**src/rtl/uart_rx.sv**
```systemverilog
// 16x-oversampled UART receiver: 2-flop synchroniser, mid-bit majority vote,
// optional parity, framing/overrun detection and a one-entry valid/ready holding register.
module uart_rx #(
    parameter int CLK_HZ     = 50000000,
    parameter int BAUD       = 115200,
    parameter int OVERSAMPLE = 16,
    parameter int PARITY     = 0
) (
    input  logic       clk_50,
    input  logic       reset_n,
    input  logic       rx_line,
    output logic [7:0] rx_data,
    output logic       rx_valid,
    input  logic       rx_ready,
    output logic       frame_err,
    output logic       parity_err,
    output logic       overrun,
    output logic       busy
);

    localparam int DIV_RAW = CLK_HZ / (BAUD * OVERSAMPLE);
    localparam int DIV     = (DIV_RAW < 1) ? 1 : DIV_RAW;
    localparam int PW      = (DIV > 1) ? $clog2(DIV) : 1;

    typedef enum logic [2:0] {
        S_IDLE,
        S_START,
        S_DATA,
        S_PARITY,
        S_STOP,
        S_WAIT_HIGH
    } state_t;

    state_t      state_q, state_d;
    logic        meta_q, rx_s_q;
    logic [PW-1:0] presc_q, presc_d;
    logic [3:0]  idx_q, idx_d;
    logic        s7_q, s7_d, s8_q, s8_d;
    logic [2:0]  bit_cnt_q, bit_cnt_d;
    logic [7:0]  shift_q, shift_d;
    logic        par_err_q, par_err_d;
    logic [7:0]  rx_data_q, rx_data_d;
    logic        rx_valid_q, rx_valid_d;
    logic        frame_err_q, frame_err_d;
    logic        parity_err_q, parity_err_d;
    logic        overrun_q, overrun_d;

    logic tick, maj, sample_now, bit_end, commit, stop_bit, transfer;

    always_ff @(posedge clk_50 or negedge reset_n) begin
        if (!reset_n) begin
            meta_q <= 1'b1;
            rx_s_q <= 1'b1;
        end else begin
            meta_q <= rx_line;
            rx_s_q <= meta_q;
        end
    end

    always_ff @(posedge clk_50 or negedge reset_n) begin
        if (!reset_n) begin
            state_q      <= S_IDLE;
            presc_q      <= '0;
            idx_q        <= '0;
            s7_q         <= 1'b0;
            s8_q         <= 1'b0;
            bit_cnt_q    <= '0;
            shift_q      <= '0;
            par_err_q    <= 1'b0;
            rx_data_q    <= '0;
            rx_valid_q   <= 1'b0;
            frame_err_q  <= 1'b0;
            parity_err_q <= 1'b0;
            overrun_q    <= 1'b0;
        end else begin
            state_q      <= state_d;
            presc_q      <= presc_d;
            idx_q        <= idx_d;
            s7_q         <= s7_d;
            s8_q         <= s8_d;
            bit_cnt_q    <= bit_cnt_d;
            shift_q      <= shift_d;
            par_err_q    <= par_err_d;
            rx_data_q    <= rx_data_d;
            rx_valid_q   <= rx_valid_d;
            frame_err_q  <= frame_err_d;
            parity_err_q <= parity_err_d;
            overrun_q    <= overrun_d;
        end
    end

    always_comb begin
        state_d      = state_q;
        presc_d      = presc_q;
        idx_d        = idx_q;
        s7_d         = s7_q;
        s8_d         = s8_q;
        bit_cnt_d    = bit_cnt_q;
        shift_d      = shift_q;
        par_err_d    = par_err_q;
        rx_data_d    = rx_data_q;
        rx_valid_d   = rx_valid_q;
        frame_err_d  = frame_err_q;
        parity_err_d = parity_err_q;
        overrun_d    = 1'b0;
        commit       = 1'b0;
        stop_bit     = 1'b1;

        tick       = (presc_q == PW'(DIV - 1));
        maj        = (s7_q & s8_q) | (s7_q & rx_s_q) | (s8_q & rx_s_q);
        sample_now = tick && (idx_q == 4'd9);
        bit_end    = tick && (idx_q == 4'd15);
        transfer   = rx_valid_q && rx_ready;

        if (tick) begin
            presc_d = '0;
            idx_d   = idx_q + 4'd1;
        end else begin
            presc_d = presc_q + PW'(1);
        end
        if (tick && idx_q == 4'd7) s7_d = rx_s_q;
        if (tick && idx_q == 4'd8) s8_d = rx_s_q;

        case (state_q)
            S_IDLE: begin
                // Falling edge realigns the bit grid so tick 15 lands on bit boundaries
                if (!rx_s_q) begin
                    state_d   = S_START;
                    presc_d   = '0;
                    idx_d     = '0;
                    par_err_d = 1'b0;
                end
            end
            S_START: begin
                if (sample_now && maj) begin
                    state_d = S_IDLE;
                end else if (bit_end) begin
                    state_d   = S_DATA;
                    bit_cnt_d = '0;
                end
            end
            S_DATA: begin
                if (sample_now) shift_d = {maj, shift_q[7:1]};
                if (bit_end) begin
                    if (bit_cnt_q == 3'd7) begin
                        state_d = (PARITY != 0) ? S_PARITY : S_STOP;
                    end else begin
                        bit_cnt_d = bit_cnt_q + 3'd1;
                    end
                end
            end
            S_PARITY: begin
                if (sample_now) begin
                    par_err_d = (PARITY == 1) ? ~(^shift_q ^ maj) : (^shift_q ^ maj);
                end
                if (bit_end) state_d = S_STOP;
            end
            S_STOP: begin
                // Leave at the mid-bit decision so a back-to-back start edge is not missed
                if (sample_now) begin
                    commit   = 1'b1;
                    stop_bit = maj;
                    state_d  = maj ? S_IDLE : S_WAIT_HIGH;
                end
            end
            S_WAIT_HIGH: begin
                if (rx_s_q) state_d = S_IDLE;
            end
            default: state_d = S_IDLE;
        endcase

        if (commit && (!rx_valid_q || transfer)) begin
            rx_data_d    = shift_q;
            frame_err_d  = ~stop_bit;
            parity_err_d = (PARITY != 0) && par_err_q;
            rx_valid_d   = 1'b1;
        end else if (commit) begin
            overrun_d = 1'b1;
        end else if (transfer) begin
            rx_valid_d = 1'b0;
        end
    end

    assign rx_data    = rx_data_q;
    assign rx_valid   = rx_valid_q;
    assign frame_err  = frame_err_q;
    assign parity_err = parity_err_q;
    assign overrun    = overrun_q;
    assign busy       = (state_q != S_IDLE);

endmodule
```
**config.mk**
```make
export PLATFORM = sky130hd
export DESIGN_NAME = uart_rx
export DESIGN_NICKNAME = d
export VERILOG_FILES = /design/src/rtl/uart_rx.sv
export SDC_FILE = /design/constraint.sdc
export NUM_CORES = 1
export LEC_CHECK = 0
export CAP_MARGIN = 20
export CORE_ASPECT_RATIO = 2
export CORE_UTILIZATION = 50
export CTS_CLUSTER_DIAMETER = 80
export DETAILED_ROUTE_END_ITERATION = 10
export GPL_TIMING_DRIVEN = 1
export PLACE_DENSITY = 0.71
export SYNTH_ARGS = -nofsm -noshare
export SYNTH_HDL_FRONTEND = slang
export SYNTH_SLANG_ARGS = --single-unit
```
**constraint.sdc**
```tcl
create_clock -name clk_50 -period 4.6 [get_ports clk_50]
set_clock_uncertainty 0.2 [all_clocks]
set_input_delay 1.15 -clock clk_50 [delete_from_list [all_inputs] [get_ports clk_50]]
set_output_delay 1.15 -clock clk_50 [all_outputs]
set_load 0.02 [all_outputs]
```
== Word level (Yosys, flattened, before mapping) ==
Index checks and enable logic that the tools add are counted.
Operators by class
  add/subtract/negate cells: 3
  equal/unequal tests: 22
  multiplexer cells: 30
  bitwise gates (word level): 6
  reduce and logical (&&, ||, !) cells: 17
Operators by type and width (count)
  two-way mux 3 bit: 13
  != test 2 bit, second input constant: 9
  one-hot mux 3 bit (6 select lines): 1
  two-way mux 5 bit: 3
  equality test 4 bit, second input constant: 3
  two-way mux 4 bit: 3
  equality test 3 bit, second input constant: 3
  two-way mux 1 bit: 9
  logical AND 1 bit: 7
  AND reduction 7 bit: 1
  equality test 3 x 2 -> 1 bit, second input constant: 2
  one-hot mux 3 bit (2 select lines): 1
  adder 5 x 1 -> 5 bit, second input constant: 1
  equality test 5 bit, second input constant: 1
  AND reduction 5 bit: 1
  adder 4 x 1 -> 4 bit, second input constant: 1
  equality test 4 x 3 -> 1 bit, second input constant: 1
  AND reduction 2 bit: 2
  nonzero test 2 bit: 2
  adder 3 x 1 -> 3 bit, second input constant: 1
  bitwise AND 1 bit: 3
  equality test 3 x 1 -> 1 bit, second input constant: 1
  logical NOT 3 bit: 1
  != test 3 bit, second input constant: 1
  other kinds (6): 7
Word-level totals
  bits in registers: 38
  input bits: 4
  logic and storage cells: 91

== Depth between registers and ports, before layout ==
  depth in word-level cells: 7
  mapped depth: 8

== Worst setup path after synthesis ==
No wires, ideal clock.
  kind: reg-to-output
  from: reg state_q[1]
  to: out busy
  arrival time: 1003 ps
  setup slack: 2247 ps
  stages on the path, launching flop included: 3
  cell sequence: dfrtp_1 -> buf_2 -> or3_1
On the way
  word-level cells in the longest chain between the ends: 1
Ends and longest elaborated chain
  start: declaration: RTL line 34  | state_t state_q, state_d;
  start signal: assignment: RTL line 76  | state_q <= state_d;
  nonzero test 3 bit: RTL line 189  | assign busy = (state_q != S_IDLE);
  end: declaration: RTL line 18  | output logic busy
Every way passes these cells.

== Worst setup path in the final report ==
Ends and elaborated chain as after synthesis.

==> flow_metrics.py <==
metrics = {
    "clocking": {
        "cts_buffers": 5,
        "cts_tree": "yes",
        "clkSlewWorstSetupHoldPaths_ns": 0.08,
        "clock_latency_ns": 0.29,
        "clock-sinks": 38,
        "post_cts_resize_count": 0,
        "clockRootBuffer": "clkbuf_8",
        "clk_path_buf_depth": 2,
        "cts_hold_buf": 0,
        "htree_levels": 2,
        "post_cts_buffers": 0,
    },
    "die": {
        "die_area_um2": 3818,
        "num_rows": 30,
        "initial_core_util_pct": 52.70,
        "die_h_um": 86.39,
        "core_area_um2": 3378,
        "chipWidth_um": 44.20,
        "ios": 17,
    },
    "min_path": {
        "hold_depth": 0,
        "hold_class": "flop to flop",
    },
    "setup_path": {
        "critPathArrivalTime_ns": 1.79,
        "worstPathRequired_ns": 3.25,
        "reg2reg_depth": 6,
        "critPathTopFamily": "buffers and inverters",
        "crit_slowest_cell": "clkdlybuf4s50_1",
        "cp-end-kind": "output pin",
        "critPathMaxFanout": 13,
        "crit_path_max_incr_delay_ns": 0.56,
        "cp_cell_sequence": "or3_1 -> clkdlybuf4s50_1",
        "cp_num_cells": 2,
        "path_class": "flop to output pin",
        "crit_buf_inv": 1,
        "cp-start-kind": "flop",
    },
    "sta": {
        "worst-slew-pin-transition_ns": 0.8166,
        "setup_tns_ns": 0,
        "finalSetupViolations": 0,
        "hold_viol": 0,
        "slew-limit-headroom_pct": 45.56,
        "worst_slack_ns": 1.460,
        "post-route-period-util_pct": 68.26,
        "max_freq_ghz": 0.3185,
        "grt_setup_unrepaired": "no",
        "period_needed_ns": 3.140,
        "finalMaxSlewViolations": 0,
    },
    "logic_synthesis": {
        "yosys.area.top_type_share_pct": 50.60,
        "synth_area_um2": 1780,
        "netlist_instances": 146,
        "seq_area_frac_synth_pct": 53.55,
        "syn_avg_cell_area_um2": 12.19,
        "synth.area.top_cells": "dfrtp_1 51%, mux2_2 13%, ha_1 4.9%",
        "yosysUniqueCellTypes": 41,
        "synth_edf_count": 0,
        "synth_top_area_cell": "dfrtp_1",
        "syn_nets": 157,
        "async_reset_ff_share_pct": 100.0,
        "synth-seq-cells": 38,
        "yosysWarnings": 0,
        "synthFlopType": "dfrtp_1",
    },
    "placed_design": {
        "dpl_worst_slack_ns": 1.696,
        "placed_cells": 187,
        "io_buffers": 15,
        "hpwl_um": 2192,
        "gp_congestion": 0.8259,
    },
    "detailed_routing": {
        "wl_per_cell_um": 15.35,
        "drc": 0,
        "dr.pass1.iters": 4,
        "antenna_left": 0,
        "drt-vias-per-instance": 5.872,
        "drt_iter0_drc": 8,
        "wl_um": 2994,
        "vias": 1145,
    },
    "global_routing": {
        "grt_max_degree": 39,
        "grt-ovfl-total": 0,
        "grtUsageTotal_pct": 18.32,
        "grt_pass1_vias": 1226,
        "antenna_found_initial": 0,
        "grt_pass1_wl_um": 5209,
    },
    "final_layout": {
        "antenna_cells": 0,
        "stdcell_count": 195,
        "multi_input_area_um2": 764.5,
        "regArea_um2": 953.4,
        "drive_gt1_share_pct": 22.70,
        "final_cell_mix": "36 x dfrtp_1, 21 x mux2_2, 14 x clkdlybuf4s50_1, 12 x nor2_1, 9 x nand2_1",
        "area_growth_pct": 13.49,
        "final_common_cell": "dfrtp_1",
        "fillers": 303,
        "num-nets-final": 173,
    },
    "power_and_ir_drop": {
        "power_uw": 581.2,
        "power_leakage_uw": 0.0009588,
        "peakVddDrop_mv": 0.4080,
        "powerDensity_nw_per_um2": 287.6,
    },
    "status": {
        "outcome": "completed",
    },
    "job": {
        "maxCapViolations": 0,
    },
}
## layout make-up
class                      instances  share of cell area, %
clock inverter                     2                 0.6192
multi-input combinational         96                  37.83
sequential                        38                  47.18
clock buffer                       6                  4.087
timing repair buffer              15                  7.183
tap                               32                  1.981
inverter                           6                  1.115
## cell usage after synthesis, types with 3 or more instances
| library cell | n |
|---|---|
| nand3_1 | 4 |
| nand2_1 | 9 |
| ha_1 | 7 |
| nor2_1 | 12 |
| o211ai_1 | 3 |
| inv_1 | 6 |
| dfrtp_1 | 36 |
| mux2_2 | 21 |
| nor3_1 | 3 |
| xor2_1 | 4 |
| nor2b_1 | 4 |
## cells by family (layout without fill, tap and decap cells)
family / after synthesis / after routing / synth area share, %
simple gates: 46 / 46 / 15.25
flops: 38 / 38 / 53.55
mux: 22 / 22 / 13.84
compound gates: 14 / 14 / 5.692
buf+inv: 12 / 29 / 3.513
fa+ha+maj: 8 / 8 / 5.481
xor+xnor: 5 / 5 / 2.459
other cells: 1 / 1 / 0.2106
## metal layers
metal / GRT usage, % / part of all wire [%]
met2: 32.62 / 56
met1: 18.94 / 39
met4: 10.47 / 3.3
met5: 0 / 0
met3: 3.542 / 2.3
## power by group
group	switching [uW]	internal [uW]	total [uW]
Combinational	7.05	2.22	9.27
Sequential	1.09	335	337
Clock	115	120	235
## flip-flops by register name, summed over array words and instances, names as in the netlist
register,cells
s8_q,1
rx_data,8
idx_q,4
overrun,1
rx_s_q,1
shift_q,8
rx_valid,1
state_q,3
presc_q,5
s7_q,1
meta_q,1
bit_cnt_q,3
frame_err,1
## per-stage QoR
stage               area, um^2  hold slack, ns  util [%]
floorplan                 1780          0.1452         -
global placement          1926          0.1469     57.00
detailed placement        1926          0.1489     57.00
CTS                       2021          0.1657     59.81
global route              2021          0.1722     59.81
finish                    2021          0.1664     59.81
## path summary, 6_finish.rpt
check	from	end	slack, ns
setup / recovery	state_q[1]$_DFFE_PN0P_	busy	1.46
hold / removal	meta_q$_DFF_PN1_	rx_s_q$_DFF_PN1_	0.17
setup reg to reg	presc_q[0]$_DFF_PN0_	rx_data[7]$_DFFE_PN0P_	2.22
hold reg to reg	meta_q$_DFF_PN1_	rx_s_q$_DFF_PN1_	0.17
max in group asynchronous	reset_n	s7_q$_DFFE_PN0P_	2.92
min in group asynchronous	reset_n	state_q[2]$_DFFE_PN0P_	0.75
## worst register-to-register path: cells and delay by family (launching register included)
family,cells,cell delay (ns)
adder cells (fa/ha/maj),1,0.21
buffers and inverters,1,0.08
multiplexers,1,0.40
AND/OR/NAND/NOR,3,0.99
flip-flops,1,0.41
(Power assumes the default switching activity.)
